## config.mk

```make
export PLATFORM = sky130hd
export DESIGN_NAME = mem_burst_handshake
export DESIGN_NICKNAME = d
export VERILOG_FILES = /design/src/rtl/mem_burst_handshake.sv
export SDC_FILE = /design/constraint.sdc
export NUM_CORES = 1
export LEC_CHECK = 0
export ABC_AREA = 1
export CAP_MARGIN = 15
export CORE_MARGIN = 3
export CORE_UTILIZATION = 40
export CTS_CLUSTER_SIZE = 8
export DETAILED_ROUTE_END_ITERATION = 6
export SLEW_MARGIN = 25
export SYNTH_ARGS = -nofsm -noshare
export SYNTH_HDL_FRONTEND = slang
export SYNTH_SLANG_ARGS = --single-unit
export TNS_END_PERCENT = 50
```

## constraint.sdc

```tcl
create_clock -name clk_i -period 3.41 [get_ports clk_i]
set_clock_uncertainty 0.05 [all_clocks]
set_input_delay 0.682 -clock clk_i [delete_from_list [all_inputs] [get_ports clk_i]]
set_output_delay 0.682 -clock clk_i [all_outputs]
set_load 0.005 [all_outputs]
```

## src/rtl/mem_burst_handshake.sv

```systemverilog
// Single-port memory behind command / write-beat / read-beat valid-ready channels,
// moving incrementing bursts of 1..2**LEN_WIDTH beats with a registered read stage.
module mem_burst_handshake #(
  parameter int WIDTH      = 16,
  parameter int DEPTH      = 64,
  parameter int ADDR_WIDTH = 6,
  parameter int LEN_WIDTH  = 3
) (
  input  logic                  clk_i,
  input  logic                  rst_i,
  input  logic                  cmd_valid_i,
  output logic                  cmd_ready_o,
  input  logic                  cmd_wr_i,
  input  logic [ADDR_WIDTH-1:0] cmd_addr_i,
  input  logic [LEN_WIDTH-1:0]  cmd_len_i,
  input  logic                  wvalid_i,
  output logic                  wready_o,
  input  logic [WIDTH-1:0]      wdata_i,
  output logic                  wdone_o,
  output logic                  rvalid_o,
  input  logic                  rready_i,
  output logic [WIDTH-1:0]      rdata_o,
  output logic                  rlast_o,
  output logic [1:0]            state_o
);

  // Handshake rule on every channel: a transfer happens on a rising edge where
  // valid and ready are both high; the sender holds its payload until then.

  typedef enum logic [1:0] {
    S_IDLE  = 2'd0,
    S_WRITE = 2'd1,
    S_READ  = 2'd2
  } state_t;

  state_t                state;
  logic [ADDR_WIDTH-1:0] cur_addr;
  logic [ADDR_WIDTH-1:0] addr_next;
  logic [LEN_WIDTH-1:0]  len_q;
  logic [LEN_WIDTH:0]    cnt;
  logic [WIDTH-1:0]      mem [DEPTH];
  logic                  r_issue;
  logic                  r_fire;
  logic                  w_fire;

  // Ready flags are masked by reset so nothing handshakes while rst_i is low.
  assign cmd_ready_o = rst_i && (state == S_IDLE);
  assign wready_o    = rst_i && (state == S_WRITE);
  assign state_o     = state;

  assign w_fire    = wvalid_i && wready_o;
  assign r_fire    = rvalid_o && rready_i;
  assign r_issue   = (state == S_READ) && (!rvalid_o || rready_i) &&
                     (cnt <= {1'b0, len_q});
  assign addr_next = (cur_addr == ADDR_WIDTH'(DEPTH - 1)) ? '0
                                                          : cur_addr + ADDR_WIDTH'(1);

  // Storage is never reset; beats already written survive an aborted burst.
  always_ff @(posedge clk_i) begin
    if (w_fire) begin
      mem[cur_addr] <= wdata_i;
    end
  end

  always_ff @(posedge clk_i) begin
    if (!rst_i) begin
      state    <= S_IDLE;
      cur_addr <= '0;
      len_q    <= '0;
      cnt      <= '0;
      rvalid_o <= 1'b0;
      rdata_o  <= '0;
      rlast_o  <= 1'b0;
      wdone_o  <= 1'b0;
    end else begin
      wdone_o <= 1'b0;
      case (state)
        S_IDLE: begin
          if (cmd_valid_i) begin
            cur_addr <= cmd_addr_i;
            len_q    <= cmd_len_i;
            cnt      <= '0;
            state    <= cmd_wr_i ? S_WRITE : S_READ;
          end
        end
        S_WRITE: begin
          if (wvalid_i) begin
            cur_addr <= addr_next;
            cnt      <= cnt + (LEN_WIDTH + 1)'(1);
            if (cnt[LEN_WIDTH-1:0] == len_q) begin
              state   <= S_IDLE;
              wdone_o <= 1'b1;
            end
          end
        end
        S_READ: begin
          // cnt counts beats issued into the output stage, not beats accepted.
          if (r_issue) begin
            rdata_o  <= mem[cur_addr];
            rvalid_o <= 1'b1;
            rlast_o  <= (cnt == {1'b0, len_q});
            cur_addr <= addr_next;
            cnt      <= cnt + (LEN_WIDTH + 1)'(1);
          end else if (r_fire) begin
            rvalid_o <= 1'b0;
            if (rlast_o) begin
              state <= S_IDLE;
            end
          end
        end
        default: state <= S_IDLE;
      endcase
    end
  end

endmodule

```

==> impl_metrics.json <==
{
  "synth_top_family_by_area": "simple AND/OR/NAND/NOR gates",
  "grt_pass1_vias": 28500,
  "track_usage": 0.214,
  "yosys_most_used_dff": "edfxtp_1",
  "core_um2": 111000,
  "die_w_um": 342,
  "worst_pin_slew_ns": 0.936,
  "fmax_mhz": 322,
  "grt_max_degree": 128,
  "tritoncts": "yes",
  "stdcell_count": 5978,
  "wl_per_cell_um": 20.9,
  "ant_nets": 0,
  "gp_congestion": 0.929,
  "multi_input_area_um2": 9730,
  "slew_headroom": 0.375,
  "dp_cells": 5775,
  "cp_cell_sequence": "clkdlybuf4s50_1 -> buf_4 -> nand2_1 -> inv_1 -> clkdlybuf4s50_1",
  "status": "complete, no violations",
  "synth-edff-count": 1024,
  "grt_overflow": 0,
  "path_max_fanout": 25,
  "crit_top_cell": "clkdlybuf4s50_1",
  "cellPowerDensity_nw_per_um2": 740,
  "numCtsBuffers": 150,
  "drc": 0,
  "n_fill_cell": 9940,
  "muxShareOfSynthArea": 0,
  "final-seq-area_um2": 31400,
  "ys_types": 32,
  "cts_setup_buffers": 0,
  "slowest_delay_ns": 0.62,
  "ir_drop_mv": 0.432,
  "hpwl_um": 76900,
  "cts_sinks": 1058,
  "clk_latency_ns": 0.76,
  "clkTransAtPathRegs_ns": 0.05,
  "postCtsHoldBufs": 0,
  "synth-xor-area-share": 0.000194,
  "crit_family": "buffers and inverters",
  "root_buffer": "clkbuf_16",
  "syn_inst": 4261,
  "synth_most_common_cell": "nand2_1",
  "finalCriticalPeriod_ns": 3.10,
  "synth_top_cell_by_area": "edfxtp_1",
  "drv_cap": 0,
  "synth-seq-cells": 1058,
  "cp-end-kind": "output port",
  "vias_per_cell": 4.96,
  "die-area_um2": 117000,
  "setup_tns_ns": 0,
  "hold_viol_final": 0,
  "crit_required_ns": 2.68,
  "num_rows": 122,
  "die_y_um": 342,
  "yosysWarnings": 0,
  "fin_crit_sh": 0.910,
  "rsz0062_at_grt": "no",
  "grt_pass1_wl_um": 183000,
  "ios": 54,
  "ys_seq_area_frac": 0.697,
  "drt-total-wl_um": 125000,
  "critPathSlowestCell": "clkdlybuf4s50_1",
  "synth.top_cell.area_share": 0.682,
  "post_cts_resized": 0,
  "syn-num-nets": 4300,
  "p_leak_nw": 21.7,
  "start_kind": "input port",
  "async_flop_share": 0,
  "worst-setup-path-type": "in2out",
  "critPathArrivalTime_ns": 2.37,
  "avgSynthCellArea_um2": 10.6,
  "synth_compound_area_frac": 0.0388,
  "port_buffers": 53,
  "cts-htree-levels": 4,
  "drt-pass1-iter-count": 6,
  "crit_buf_inv": 4,
  "nNetsFinal": 4478,
  "antenna_found_initial": 4,
  "drt_iter0_drc": 3151,
  "synthToLayoutAreaGrowth_pct": 16.3,
  "hold_path_class": "in2reg",
  "setup_viol": 0,
  "synth_fa_ha_area_frac": 0.00222,
  "drive_gt1_frac": 0.0920,
  "synth.cell_area_um2": 45100,
  "start_util": 0.405,
  "netlist_top_cells_count": "nand2_1 (1155), edfxtp_1 (1024), inv_1 (793)",
  "max-clock-path-buffers": 3,
  "synth_area_leaders": "edfxtp_1 (68%), nand2_1 (9.6%), inv_1 (6.6%)",
  "vias": 29700,
  "synthSimpleGateAreaFrac": 0.174,
  "final_max_slew_viol_count": 0
}
where the power goes:
group	leakage (nW)	total (W)	internal, W	switching, W
clock network	2.04	0.0135	0.00810	0.00542
logic	10.2	0.0104	0.00300	0.00738
registers	9.48	0.0149	0.0145	0.000405
total	21.7	0.0388	0.0256	0.0132
routing by layer:
layer | wire (um) | vias up | share of wire | track usage
met5 | 0 | - | 0 | 0
met4 | 3860 | 0 | 0.031 | 0.0729
met3 | 9340 | 220 | 0.075 | 0.0378
met2 | 59200 | 1105 | 0.47 | 0.349
met1 | 52400 | 14200 | 0.42 | 0.288
li1 | - | 14100 | - | -
stage by stage:
stage	hold slack [ns]	utilization	power [W]	instance area, um2	setup WS (ns)
after detailed placement	0.415	0.433	0.0254	48200	0.331
after global routing	0.389	0.471	0.0405	52400	0.246
after CTS	0.349	0.471	0.0390	52400	0.323
after global placement	0.409	0.433	0.0253	48200	0.317
final	0.397	0.471	0.0388	52400	0.307
after floorplan	0.385	-	0.0212	45100	1.01
kinds of logic (layout without fill, tap and decap cells):
group	Yosys count	in the layout
flip-flops	1058	1058
other	0	1
XOR/XNOR	1	1
AND/OR/NAND/NOR	1911	1911
adder cells (fa/ha/maj)	8	8
AO/OA/AOI/OAI	291	291
buffers and inverters	992	1220
final timing paths:
check / from / endpoint / slack [ns] / cells after the start
setup / recovery: rst_i / cmd_ready_o / 0.31 / 5
hold / removal: wdata_i[12] / mem[16][12] / 0.40 / 2
setup reg to reg: cur_addr[0] / rdata_o[3] / 0.61 / 11
hold reg to reg: len_q[2] / len_q[2] / 0.42 / 2
sequential cells by signal, indices dropped and copies added (netlist names):
name,count
mem,1024
rdata_o,16
cur_addr,6
cnt,4
len_q,3
state_o,2
rlast_o,1
rvalid_o,1
wdone_o,1
final cells by class:
cell class	instances	area share
Sequential cell	1058	0.599
Multi-Input combinational cell	2211	0.186
Clock buffer	187	0.0746
Inverter	800	0.0575
Timing Repair Buffer	218	0.0410
Tap cell	1488	0.0355
Clock inverter	15	0.00639
Antenna cell	1	0.0000477
layout by cell type, fill, tap and decap left out, types with 4 or more instances in the layout:
cell             instances
nand2_1               1154
o211ai_1               112
clkbuf_16              151
clkinv_1                 4
o21ai_1                 40
clkinv_16                7
or2_1                    7
clkdlybuf4s50_1         37
ha_1                     8
nor2_1                 297
nand3_1                383
buf_4                  128
a21oi_1                 19
clkinv_8                 4
o21ai_0                115
buf_12                  37
clkbuf_1                36
or2_0                    5
or2_2                   56
dfxtp_1                 33
inv_1                  793
buf_2                   16
edfxtp_1              1024
No activity file was read; power rests on OpenSTA's default activity.
